**src/rtl/mem_port_arbiter.sv**
```systemverilog
// Arbitrates one single-port synchronous memory between the core (C) and an external
// master (X); serialises accesses, holds enable for the read latency and returns data.
module mem_port_arbiter #(
    parameter int unsigned ADDR_W     = 32,
    parameter int unsigned DATA_W     = 32,
    parameter int unsigned RD_LAT     = 2,
    parameter int unsigned STARVE_LIM = 4
) (
    input  logic              clk,
    input  logic              rst_n,
    input  logic              c_req,
    input  logic              c_we,
    input  logic [ADDR_W-1:0] c_addr,
    input  logic [DATA_W-1:0] c_wdata,
    output logic              c_gnt,
    output logic              c_rvalid,
    input  logic              x_req,
    input  logic              x_we,
    input  logic [ADDR_W-1:0] x_addr,
    input  logic [DATA_W-1:0] x_wdata,
    output logic              x_gnt,
    output logic              x_rvalid,
    output logic [DATA_W-1:0] rdata,
    output logic              mem_en,
    output logic              mem_we,
    output logic [ADDR_W-1:0] mem_addr,
    output logic [DATA_W-1:0] mem_wdata,
    input  logic [DATA_W-1:0] mem_rdata,
    output logic              busy
);

    localparam int unsigned LAT_W = (RD_LAT > 1) ? $clog2(RD_LAT) : 1;
    localparam int unsigned STV_W = $clog2(STARVE_LIM + 1);

    typedef enum logic [1:0] {
        S_IDLE,
        S_ACCESS,
        S_WAIT,
        S_RESP
    } state_e;

    state_e              state_q, state_d;
    logic                owner_x_q, owner_x_d;
    logic                we_q, we_d;
    logic [ADDR_W-1:0]   addr_q, addr_d;
    logic [DATA_W-1:0]   wdata_q, wdata_d;
    logic [LAT_W-1:0]    lat_q, lat_d;
    logic [STV_W-1:0]    starve_q, starve_d;
    logic [DATA_W-1:0]   rdata_q, rdata_d;
    logic                c_gnt_q, c_gnt_d;
    logic                x_gnt_q, x_gnt_d;
    logic                c_rvalid_q, c_rvalid_d;
    logic                x_rvalid_q, x_rvalid_d;
    logic                mem_en_q, mem_en_d;
    logic                mem_we_q, mem_we_d;
    logic                busy_q, busy_d;
    logic                x_starved;

    // State and registered outputs
    always_ff @(posedge clk or negedge rst_n) begin
        if (!rst_n) begin
            state_q    <= S_IDLE;
            owner_x_q  <= 1'b0;
            we_q       <= 1'b0;
            addr_q     <= '0;
            wdata_q    <= '0;
            lat_q      <= '0;
            starve_q   <= '0;
            rdata_q    <= '0;
            c_gnt_q    <= 1'b0;
            x_gnt_q    <= 1'b0;
            c_rvalid_q <= 1'b0;
            x_rvalid_q <= 1'b0;
            mem_en_q   <= 1'b0;
            mem_we_q   <= 1'b0;
            busy_q     <= 1'b0;
        end else begin
            state_q    <= state_d;
            owner_x_q  <= owner_x_d;
            we_q       <= we_d;
            addr_q     <= addr_d;
            wdata_q    <= wdata_d;
            lat_q      <= lat_d;
            starve_q   <= starve_d;
            rdata_q    <= rdata_d;
            c_gnt_q    <= c_gnt_d;
            x_gnt_q    <= x_gnt_d;
            c_rvalid_q <= c_rvalid_d;
            x_rvalid_q <= x_rvalid_d;
            mem_en_q   <= mem_en_d;
            mem_we_q   <= mem_we_d;
            busy_q     <= busy_d;
        end
    end

    assign x_starved = x_req && (starve_q == STV_W'(STARVE_LIM));

    // Next state, arbitration and next output values
    always_comb begin
        state_d   = state_q;
        owner_x_d = owner_x_q;
        we_d      = we_q;
        addr_d    = addr_q;
        wdata_d   = wdata_q;
        lat_d     = lat_q;
        starve_d  = starve_q;
        rdata_d   = rdata_q;

        case (state_q)
            S_IDLE: begin
                if (c_req || x_req) begin
                    state_d = S_ACCESS;
                    if (c_req && !x_starved) begin
                        owner_x_d = 1'b0;
                        we_d      = c_we;
                        addr_d    = c_addr;
                        wdata_d   = c_wdata;
                        if (!x_req) begin
                            starve_d = '0;
                        end else if (starve_q != STV_W'(STARVE_LIM)) begin
                            starve_d = starve_q + STV_W'(1);
                        end
                    end else begin
                        owner_x_d = 1'b1;
                        we_d      = x_we;
                        addr_d    = x_addr;
                        wdata_d   = x_wdata;
                        starve_d  = '0;
                    end
                end
            end
            S_ACCESS: begin
                if (we_q) begin
                    state_d = S_IDLE;
                end else if (RD_LAT > 1) begin
                    state_d = S_WAIT;
                    lat_d   = LAT_W'(1);
                end else begin
                    rdata_d = mem_rdata;
                    state_d = S_RESP;
                end
            end
            S_WAIT: begin
                if (lat_q == LAT_W'(RD_LAT - 1)) begin
                    rdata_d = mem_rdata;
                    state_d = S_RESP;
                end else begin
                    lat_d = lat_q + LAT_W'(1);
                end
            end
            S_RESP: begin
                state_d = S_IDLE;
            end
            default: begin
                state_d = S_IDLE;
            end
        endcase

        c_gnt_d    = (state_q == S_IDLE) && (state_d == S_ACCESS) && !owner_x_d;
        x_gnt_d    = (state_q == S_IDLE) && (state_d == S_ACCESS) && owner_x_d;
        c_rvalid_d = (state_d == S_RESP) && !owner_x_q;
        x_rvalid_d = (state_d == S_RESP) && owner_x_q;
        mem_en_d   = (state_d == S_ACCESS) || (state_d == S_WAIT);
        mem_we_d   = (state_d == S_ACCESS) && we_d;
        busy_d     = (state_d != S_IDLE);
    end

    assign c_gnt     = c_gnt_q;
    assign x_gnt     = x_gnt_q;
    assign c_rvalid  = c_rvalid_q;
    assign x_rvalid  = x_rvalid_q;
    assign rdata     = rdata_q;
    assign mem_en    = mem_en_q;
    assign mem_we    = mem_we_q;
    assign mem_addr  = addr_q;
    assign mem_wdata = wdata_q;
    assign busy      = busy_q;

endmodule

```
**config.mk**
```make
export PLATFORM = sky130hd
export DESIGN_NAME = mem_port_arbiter
export DESIGN_NICKNAME = d
export VERILOG_FILES = /design/src/rtl/mem_port_arbiter.sv
export SDC_FILE = /design/constraint.sdc
export NUM_CORES = 1
export LEC_CHECK = 0
export CORE_MARGIN = 3
export CORE_UTILIZATION = 40
export CTS_BUF_LIST = sky130_fd_sc_hd__clkbuf_16
export CTS_CLUSTER_SIZE = 24
export DETAILED_ROUTE_END_ITERATION = 10
export PLACE_DENSITY = 0.76
export SETUP_SLACK_MARGIN = 0.05
export SYNTH_ARGS = -nofsm -noshare
export SYNTH_HDL_FRONTEND = slang
export SYNTH_SLANG_ARGS = --single-unit
```
**constraint.sdc**
```tcl
create_clock -name clk -period 1.65 [get_ports clk]
set_input_delay 0.33 -clock clk [delete_from_list [all_inputs] [get_ports clk]]
set_output_delay 0.33 -clock clk [all_outputs]
set_load 0.05 [all_outputs]
```
; ---- After elaboration in Yosys (flattened, before gate mapping)
; Index checks and enable logic that the tools add are counted.
[totals]
register_bits = 111
latchBits = 0
mem_bits_rw = 0
rom_bits = 0
in_bits = 166
out_inout_bits = 103
elab_cells = 65
n_memories = 0
[classes]
n_addsub = 2
n_mul = 0
div = 0
n_lt_le_gt_ge = 0
eq_ne = 10
shifts = 0
muxes = 18
bitwise = 0
reduce_logical = 20
[op_table]
columns = op, n
row1 = $mux 32, 2
row2 = $mux 3, 3
row3 = $eq 2x2->1 const B, 4
row4 = $logic_and 1x1->1, 8
row5 = $mux 1, 8
row6 = $pmux 2 s4, 1
row7 = $mux 2, 3
row8 = $reduce_and 2->1, 3
row9 = $eq 2x1->1 const B, 2
row10 = $reduce_bool 2->1, 2
row11 = $add 3x1->3 const B, 1
row12 = $eq 3x3->1 const B, 1
row13 = $logic_not 1->1, 3
row14 = $ne 3x2->1 const B, 1
row15 = $ne 3x3->1 const B, 1
row16 = $reduce_and 3->1, 1
row17 = $logic_not 2->1, 1
row18 = $logic_or 1x1->1, 2
row19 = $ne 2x2->1 const B, 1
row20 = $pmux 1 s2, 1
row21 = $add 1x1->1 const B, 1

; ---- Depth between registers and ports, before layout
[depth]
depth_word = 9
mapped_depth = 9
ltp_nobuf = 6

; ---- Least setup slack after synthesis
; Ideal clock, no wire load.
[synth_path]
path_type = input to register
from = in c_req
to = reg x_rvalid_q, in the netlist x_rvalid
setup_ps = 119
arrival_time_ps = 1438
required_ps = 1531
path_slack_ps = 93
path_stages = 8
n_path_buf = 3
cell_sequence = buf_2 -> or2_1 -> buf_2 -> buf_4 -> nand2_1 -> nand2_1 -> ha_1 -> and2_1
[synth_via]
elab_chain_cells = 5
[synth_lines]
columns = element, line_no
row1 = "start, declared", 11  ; input logic c_req,
row2 = $logic_or 1x1->1, 111  ; if (c_req || x_req) begin
row3 = $mux 2, 111
row4 = $pmux 2 s4, 109  ; case (state_q)
row5 = via state_d[0], 42  ; state_e state_q, state_d;
row6 = $eq 2x2->1, 162  ; x_rvalid_d = (state_d == S_RESP) && owner_x_q;
row7 = $logic_and 1x1->1, 162
row8 = via x_rvalid_d, 53  ; logic x_rvalid_q, x_rvalid_d;
row9 = "end signal, assigned", 89  ; x_rvalid_q <= x_rvalid_d;
row10 = "end, declared", 53
; The timed path passes the listed nets, and every way through them passes these cells.
; A chain may end at the register's enable or synchronous reset.

; ---- Worst setup path in the final report
[layout_path]
from = reg state_q[1]
to = reg addr_q[14], in the netlist mem_addr[14]
[layout_via]
elab_chain_cells = 2
[layout_lines]
columns = element, line_no
row1 = "start, declared", 42
row2 = "start signal, assigned", 78  ; state_q <= state_d;
row3 = $logic_not 2->1, 109
row4 = $reduce_and 2->1 (no source line), --
row5 = "end signal, assigned", 81  ; addr_q <= addr_d;
row6 = "end, declared", 45  ; logic [ADDR_W-1:0] addr_q, addr_d;
; Every way passes these cells.

==> impl_results.md <==
* Final Hold Fails at 0
* Global Route Usage Sum at 0.237
* Total wire length at approximately 18 mm
* R2R Path End: mem_addr[14]
* Compound-Gate Fraction of Synth Area at 0.178
* Starting Density at 0.415
* Register bit total from synthesis at around 110
* Hold Crit Class: input pin to async pin
* R2r setup slk at between 100 and 150 ps
* CORE AREA at approximately 13,000 um^2
* RSZ-0062 raised after global routing: yes
* Sequential share of the synthesized area at 0.524
* Via count at 5,272
* Critical path arrival at approximately 1800 ps
* Detailed placement HPWL at between 10 and 15 mm
* Most instantiated library cell after synthesis: dfrtp_1
* Max Cap Violations at 0
* Drt via density at around 5.7
* Area contributors post-synth: dfrtp_1, o211ai_1, nand4_1
* PortBufs at 268
* Ys flop type: dfrtp_1
* Rel. slew slack at 0.604
* Synth area leader: dfrtp_1
* Initial DRT Pass Iterations at 7
* Hold WS at between 50 and 60 ps
* WP data required at between 1500 and 2000 ps
* Post-synthesis adder-cell area fraction at 0.0118
* Fin nets at 917
* Slew Viols, Final at 0
* Dpl cell area at between 7000 and 8000 um^2
* Area Growth Syn to Fin at 55.5%
* Number of flops mapped to enable cells by yosys at 0
* Row cnt at between 40 and 50
* Largest net degree at the start of global routing at 112
* Crit Path Max Fanout at between 40 and 50
* Post-CTS Repair Setup Buffers at 0
* Vias in the first global route at roughly 5.3k
* Chip width at between 100 and 150 um
* Synth unique cells at 34
* Simple-gate portion of the synthesized area at 0.160
* Die Ht at 121 um
* IO Count at 269
* Final worst slack at roughly 120 ps
* Average wire per standard cell at about 19 um
* Fin crit period at 1530 ps
* First-pass GRT wire length at around 28 mm
* Top-area cell type share of the netlist area at 0.524
* Synth Warn # at 0
* Worst ir drop on vdd at between 0.001 and 0.0015 V
* Fmax at between 600 and 700 MHz
* R2R depth at 4
* Element type at the critical path end: flip-flop
* ANT cells at 0
* Sink Count at around 110
* DRC at 0
* Setup tns final at 0 ps
* GP Congestion at around 0.81
* Num CTS Buffers at 9
* Setup Viol. Count Final at 0
* Die ar. at roughly 15,000 um^2
* Largest family of logic cells by synthesized area: compound AO/OA/AOI/OAI gates
* Reg-to-reg startpoint: state_q[1]
* Antenna-violating nets left at 0
* Status: finished clean
* FILL cells at 1,020
* Finished Cell Area at 8240 um^2
* XOR/XNOR Fraction of Synth Area at 0
* Leakage at roughly 3.4 nW
* Top post-synthesis cells by count: dfrtp_1, nand3_1, nand4_1, o21ai_0, o211ai_1
* First DRT Iteration DRCs at a little over 400
* Place WS at -184 ps
* Initial antenna violation count at 1
* Grt total ovfl at 0
* Synth Area per Inst at roughly 10 um^2
* H-tree Lvls at 3
* Clk buf depth at 2
* Cell Area, Synth at roughly 5300 um^2
* Post-synth ARST share at 1.00
* Clock Tree Root: clkbuf_16
* Gate Count Post-Synth at about 510
* Slew @ Worst Pin at 594 ps
* Clock Latency Late Sink at ~350 ps
* Critical-path cell list: or2_2 > buf_12 > o21ai_0 > o211ai_2
* Syn_nets at roughly 680
* Period utilization at 0.930
* Mux share of post-synthesis cell area at 0.0680
* Critical path class: flip-flop to flip-flop
* Clock skew at about 7.7 ps
* Critical path's slowest cell: dfrtp_1
* P per Cell Area at 2200 nW/um^2
* TritonCTS clock tree: yes
* Crit. Startpoint: state_q[1]
* Layout cells sized above 1 at 0.257
* Worst setup SP type: flip-flop
* Clock slew at reported path FFs at approximately 80 ps
* Crit path largest cell delay at between 400 and 500 ps
-- cell usage in the layout (no fill, tap or decap), types with 2 or more instances in the layout --
cell type	netlist	final
or2_2	0	2
clkinv_2	0	2
inv_6	0	2
clkbuf_16	0	9
dfrtp_1	111	111
nand2b_1	2	2
a32o_1	2	2
o21ai_1	0	6
buf_12	0	9
nand3_1	64	64
o211ai_2	10	10
inv_1	5	5
buf_4	5	117
and2_1	4	3
nor2_1	4	3
o21ai_0	64	58
nand2_1	4	4
ha_1	5	5
clkdlybuf4s50_1	0	163
a21oi_1	4	4
nor2_4	0	2
mux2_2	32	32
o211ai_1	54	54
nand4_1	64	64
-- registers in the layout, summed over array words and instances, names as in the netlist --
register and cells:
state_q 2, lat_q 1, starve_q 3, busy 1
c_rvalid 1, mem_en 1, mem_we 1, rdata 32
mem_wdata 32, mem_addr 32, we_q 1, owner_x_q 1
x_rvalid 1, x_gnt 1, c_gnt 1
-- power breakdown --
group	switching, W	total [W]	internal (W)
Clock	0.00101	0.00219	0.00118
Sequential	0.000743	0.00482	0.00408
Combinational	0.00747	0.0112	0.00369
-- metal layers --
metal,vias to the layer above,share of wire,wire length (um),track usage
met3,32,0.079,1390,0.0545
met1,2575,0.39,6860,0.293
met5,-,0.00097,17,0
li1,2399,-,-,-
met2,264,0.50,8870,0.396
met4,2,0.026,454,0.104
-- critical path, delay by kind of cell (launching register included) --
family | cells | cell delay [ps]
compound gates | 2 | 380
buf+inv | 1 | 200
flops | 1 | 430
simple gates | 1 | 390
-- worst max-delay path by stage --
stage,depth (start not counted),slack (ps),to
global route,4,50,mem_wdata[15]
floorplan,8,90,x_rvalid
global placement,5,-160,starve_q[0]
detailed placement,5,-180,starve_q[0]
finish,4,120,mem_addr[14]
CTS,6,60,mem_wdata[30]
-- area by class of cell --
class                      count  area, um^2  area share
clock buffer                   9         225      0.0273
clock inverter                 7        70.1     0.00850
inverter                       5        18.8     0.00228
multi-input combinational    328        2230       0.270
sequential                   111        2780       0.337
tap                          172         215      0.0261
timing repair buffer         291        2710       0.328
-- repair_timing --
| action | 4_1_cts | 5_1_grt |
|---|---|---|
| resized for setup | 0 | 8 |
| hold buffers | 0 | 0 |
| endpoints found under the setup margin | 0 | 64 |
-- logic make-up (layout without fill, tap and decap cells) --
kind of cell               count (synthesis)  after routing
buffers and inverters                     67            312
adders and majority gates                  5              5
muxes                                     32             32
and+or+nand+nor                          151            151
AOI/OAI and AO/OA                        140            140
DFF                                      111            111
-- per-stage QoR --
step | power (W) | cells | utilization
floorplan | 0.0123 | 506 | -
finish | 0.0182 | 923 | 0.645
CTS | 0.0183 | 923 | 0.645
detailed placement | 0.0161 | 907 | 0.622
global placement | 0.0157 | 907 | 0.622
global route | 0.0191 | 923 | 0.645
Power figures use the tool's default switching activity.
